--- config.mk ---
export PLATFORM = sky130hd
export DESIGN_NAME = ext_io_bank
export DESIGN_NICKNAME = d
export VERILOG_FILES = /design/src/rtl/ext_io_bank.sv
export SDC_FILE = /design/constraint.sdc
export NUM_CORES = 2
export LEC_CHECK = 0
export CELL_PAD_IN_SITES_DETAIL_PLACEMENT = 0
export CELL_PAD_IN_SITES_GLOBAL_PLACEMENT = 1
export CORE_AREA = 2 2 492 542
export DETAILED_ROUTE_END_ITERATION = 6
export DIE_AREA = 0 0 494 544
export HOLD_SLACK_MARGIN = 0.05
export PLACE_DENSITY_LB_ADDON = 0.1
export SYNTH_ARGS = -nofsm -noshare
export SYNTH_HDL_FRONTEND = slang
export SYNTH_SLANG_ARGS = --single-unit
export TNS_END_PERCENT = 10
--- constraint.sdc ---
create_clock -name clk -period 2.55 [get_ports clk]
set_input_delay 0.765 -clock clk [delete_from_list [all_inputs] [get_ports clk]]
set_output_delay 0.765 -clock clk [all_outputs]
set_load 0.005 [all_outputs]
--- src/rtl/ext_io_bank.sv ---
// Host register bank: KEY/PT/user words, read-only CT and STAT, plus crypto core launch/timing FSM.
// Reads are registered (1 cycle); host writes to KEY/PT and run requests are refused while busy.
module ext_io_bank #(
  parameter int DATA_W  = 128,
  parameter int DEPTH   = 16,
  parameter int TIMEOUT = 4096
) (
  input  logic              clk,
  input  logic              rst_n,
  input  logic              swrst,
  input  logic              run,
  input  logic              extin_en,
  input  logic [7:0]        extin_addr,
  input  logic [DATA_W-1:0] extin_data,
  input  logic [7:0]        extout_addr,
  output logic [DATA_W-1:0] extout_data,
  output logic [DATA_W-1:0] core_key,
  output logic [DATA_W-1:0] core_pt,
  output logic              core_start,
  input  logic              core_done,
  input  logic [DATA_W-1:0] core_ct,
  output logic              busy
);

  localparam int AW = (DEPTH > 1) ? $clog2(DEPTH) : 1;

  typedef enum logic [1:0] {
    S_IDLE,
    S_LAUNCH,
    S_WAIT
  } state_t;

  state_t            state;
  logic [31:0]       cnt;
  logic              done_flag;
  logic              tout_flag;
  logic              err_flag;
  logic [DATA_W-1:0] ct_word;
  logic [DATA_W-1:0] stat_word;
  logic [DATA_W-1:0] rd_word;
  logic [DATA_W-1:0] mem [DEPTH];

  logic wr_in_range;
  logic rd_in_range;
  logic wr_ro;
  logic wr_keypt;
  logic wr_ok;
  logic wr_err;
  logic run_err;

  assign wr_in_range = ({1'b0, extin_addr} < 9'(DEPTH));
  assign rd_in_range = ({1'b0, extout_addr} < 9'(DEPTH));
  assign wr_ro       = (extin_addr == 8'd2) || (extin_addr == 8'd3);
  assign wr_keypt    = (extin_addr == 8'd0) || (extin_addr == 8'd1);
  assign wr_ok       = extin_en && wr_in_range && !wr_ro && !(wr_keypt && busy);
  assign wr_err      = extin_en && wr_in_range && (wr_ro || (wr_keypt && busy));
  assign run_err     = run && (state != S_IDLE);

  assign core_key = mem[0];
  assign core_pt  = mem[1];

  always_comb begin
    stat_word       = '0;
    stat_word[31:0] = cnt;
    stat_word[32]   = done_flag;
    stat_word[33]   = tout_flag;
    stat_word[34]   = err_flag;
  end

  // Slots 2/3 of mem are never written; CT and STAT are served from dedicated registers.
  always_comb begin
    rd_word = '0;
    if (rd_in_range) begin
      if (extout_addr == 8'd2) begin
        rd_word = ct_word;
      end else if (extout_addr == 8'd3) begin
        rd_word = stat_word;
      end else begin
        rd_word = mem[extout_addr[AW-1:0]];
      end
    end
  end

  always_ff @(posedge clk or negedge rst_n) begin
    if (!rst_n) begin
      for (int i = 0; i < DEPTH; i++) begin
        mem[i] <= '0;
      end
    end else if (swrst) begin
      for (int i = 0; i < DEPTH; i++) begin
        mem[i] <= '0;
      end
    end else if (wr_ok) begin
      mem[extin_addr[AW-1:0]] <= extin_data;
    end
  end

  // Non-blocking update means a same-cycle write to the read address returns the old word.
  always_ff @(posedge clk or negedge rst_n) begin
    if (!rst_n) begin
      extout_data <= '0;
    end else if (swrst) begin
      extout_data <= '0;
    end else begin
      extout_data <= rd_word;
    end
  end

  always_ff @(posedge clk or negedge rst_n) begin
    if (!rst_n) begin
      state      <= S_IDLE;
      busy       <= 1'b0;
      core_start <= 1'b0;
      cnt        <= '0;
      done_flag  <= 1'b0;
      tout_flag  <= 1'b0;
      err_flag   <= 1'b0;
      ct_word    <= '0;
    end else if (swrst) begin
      state      <= S_IDLE;
      busy       <= 1'b0;
      core_start <= 1'b0;
      cnt        <= '0;
      done_flag  <= 1'b0;
      tout_flag  <= 1'b0;
      err_flag   <= 1'b0;
      ct_word    <= '0;
    end else begin
      core_start <= 1'b0;
      if (wr_err || run_err) begin
        err_flag <= 1'b1;
      end
      case (state)
        S_IDLE: begin
          if (run) begin
            state      <= S_LAUNCH;
            busy       <= 1'b1;
            core_start <= 1'b1;
            done_flag  <= 1'b0;
            tout_flag  <= 1'b0;
            cnt        <= '0;
          end
        end
        S_LAUNCH: begin
          state <= S_WAIT;
          cnt   <= 32'd1;
        end
        S_WAIT: begin
          // The count includes the completing cycle, so it advances on every WAIT cycle.
          if (cnt != 32'hFFFF_FFFF) begin
            cnt <= cnt + 32'd1;
          end
          if (core_done) begin
            ct_word   <= core_ct;
            done_flag <= 1'b1;
            state     <= S_IDLE;
            busy      <= 1'b0;
          end else if (cnt == 32'(TIMEOUT)) begin
            tout_flag <= 1'b1;
            state     <= S_IDLE;
            busy      <= 1'b0;
          end
        end
        default: begin
          state <= S_IDLE;
          busy  <= 1'b0;
        end
      endcase
    end
  end

endmodule

==> results_dict.tcl <==
set metrics [dict create \
    status "finished with violations" \
    violations "design-rule violations" \
    vdd_drop_max_mv 0.464 \
    overflow 0 \
    hold_class "in -> reg" \
    p_leak_nw 58.1 \
    routabilityCongestion 0.838 \
    fp.dieW_microns 494 \
    path_cells "clkdlybuf4s50_1" \
    reg2reg_from "state[0]" \
    drt-total-wl_mm 375 \
    syn_to_final_growth_pct 23.8 \
    drtIter0Drc 6249 \
    slew_headroom 0.180 \
    critPathCapture "extout_data[10]" \
    num_vias 77500 \
    r2r_slack_ns 0.22 \
    drc 3 \
    crit_path_end_kind "output port" \
    path_class "reg -> out" \
    ys_ff_latch 2343 \
    ys_top_cells_by_count "dfrtp_1, nand2_1, a21oi_1" \
    postSynthCellCount 9207 \
    seqCellArea_sq_um 58700 \
    reg2reg_depth 9 \
    skew_ns 0.0332 \
    fp-row-count 198 \
    start_kind "flip-flop" \
    clock_latency_ns 0.87 \
    nFillCells 23600 \
    dpl.hpwl_mm 249 \
    ys_top_cells_by_area "dfrtp_1, mux4_2, nand2_1" \
    grt_pass1_wl_mm 562 \
    grt_max_degree 188 \
    synth_flop_cell "dfrtp_1" \
    synth_nets 9491 \
    synth_top_area_share 0.559 \
    cp.arrival_ns 1.73 \
    slew_viol_final 0 \
    hp-start "swrst" \
    drt.antenna.violating_nets 0 \
    dp_slack_ns -0.812 \
    slowest_delay_ns 0.50 \
    numCtsBuffers 272 \
    crit_required_ns 1.79 \
    io_pins 664 \
    fin_crit_sh 0.978 \
    clock-sinks 2343 \
    synth_edf_count 0 \
    synth.distinct_cells 57 \
    power_w 0.0826 \
    path_buf_inv 1 \
    setup_ws_ns 0.0552 \
    synth.avg_cell_area_sq_um 11.4 \
    hold_violations 0 \
    max_freq_mhz 401 \
    drtPass1Iterations 7 \
    die_y_microns 544 \
    setup_viol 0 \
    gr-usage-all-layers 0.278 \
    tns_ns 0 \
    drive_gt1_frac 0.189 \
    cts_root_buffer "clkbuf_16" \
    routedWlPerCell_microns 27.7 \
    syn_area_sq_um 105000 \
    port_buffers 663 \
    tightestPinTransition_ns 1.23 \
    htreeDepth 5 \
    ys_seq_area_frac 0.559 \
    cts.path.max_buffers 4 \
    synth.most_common_cell "dfrtp_1" \
    path_delay_family "buffers and inverters" \
    grt_pass1_vias 81000 \
    path_clk_slew_ns 0.06 \
    coreArea_sq_um 264000 \
    powerDensity_nw_per_um2 637 \
    setup.worst_path.start "extout_data[10]" \
    synth_warnings 0 \
    synth_area_leader_cell "dfrtp_1" \
    worst-path-max-fanout 1 \
    post-route-min-period_ns 2.49 \
    cap_violations 0 \
    tritoncts "yes" \
    initial_utilization 0.398 \
    critPathSlowestCell "clkdlybuf4s50_1" \
    r2r_end "cnt[17]" \
    viasPerCell 5.73 \
    async_reset_ff_frac 1.00 \
    nNetsFinal 10100 \
    antenna_found_initial 20 \
    multi_input_comb_area_sq_um 40900 \
    die-area_sq_um 269000 \
    cp.depth 1 \
    rsz0062_at_grt "no" \
]
[logic make-up (layout without fill, tap and decap cells)]
kind of cell    after synthesis  count (layout)  share of synthesized area
compound gates             2303            2303                      0.148
xor+xnor                      2               2                   0.000167
fa+ha+maj                     6               6                   0.000716
buf+inv                    1168            1998                     0.0528
flops                      2343            2343                      0.559
mux                         824             824                      0.137
other cells                   0               7                          0
simple gates               2561            2561                      0.102
[cell type report]
class	count	area share
antenna	7	0.000135
clock inverter	80	0.00869
clock buffer	389	0.0612
tap	3500	0.0338
multi-input combinational	5696	0.316
inverter	11	0.000376
sequential	2343	0.452
timing repair buffer	1518	0.128
[timing repair]
item,in CTS,in global routing
setup endpoints to repair,256,12
endpoints found under the hold margin,2,0
gates cloned,0,0
buffers inserted,14,0
hold buffers,1,0
gates resized for setup,277,5
[registers in the layout (all words and copies together), names as in the netlist, 2 cells and up]
| name | count |
|---|---|
| cnt | 32 |
| core_key | 128 |
| core_pt | 128 |
| ct_word | 128 |
| extout_data | 128 |
| mem | 1792 |
| state | 2 |
[layer usage]
metal,GRT usage,vias up,part of all wire
met2,0.450,2663,0.48
met1,0.383,40600,0.43
met3,0.0456,538,0.061
li1,-,33700,-
met4,0.0884,10,0.032
met5,0,-,0.00017
[report_power, final]
group | total (W) | internal, W | switching, W
registers | 0.0373 | 0.0373 | 0.0000645
clock network | 0.0402 | 0.0240 | 0.0161
logic | 0.00511 | 0.00171 | 0.00340
[stage by stage]
stage,instances,utilization,instance area (sq um),hold slack [ns]
finish,13500,0.492,130000,0.372
global route,13500,0.492,130000,0.367
CTS,13500,0.492,130000,0.316
detailed placement,13100,0.458,121000,0.462
global placement,13100,0.458,121000,0.461
floorplan,9207,-,105000,0.450
[worst min-delay path by stage]
stage,endpoint,cells past startpoint
after floorplan,extout_data[13],1
after global placement,extout_data[84],1
after global routing,mem[914],3
after detailed placement,extout_data[53],1
final,mem[914],3
after CTS,mem[914],3
[placed cells by master, fill, tap and decap left out, types with 32 or more instances in the layout]
master	count
nand2_1	2048
a211oi_1	66
a221oi_1	33
mux2_2	66
mux4_2	479
clkinv_2	32
a22o_1	872
mux2i_1	279
buf_4	551
dlygate4sd2_1	252
nor2b_1	291
clkbuf_8	57
o22ai_1	93
dfrtp_1	2327
a21o_1	95
clkbuf_1	54
nor2_1	81
a21oi_1	1041
o21ai_0	64
clkbuf_16	278
buf_12	303
clkdlybuf4s50_1	400
Note: power is estimated with default switching activity, not from simulation.
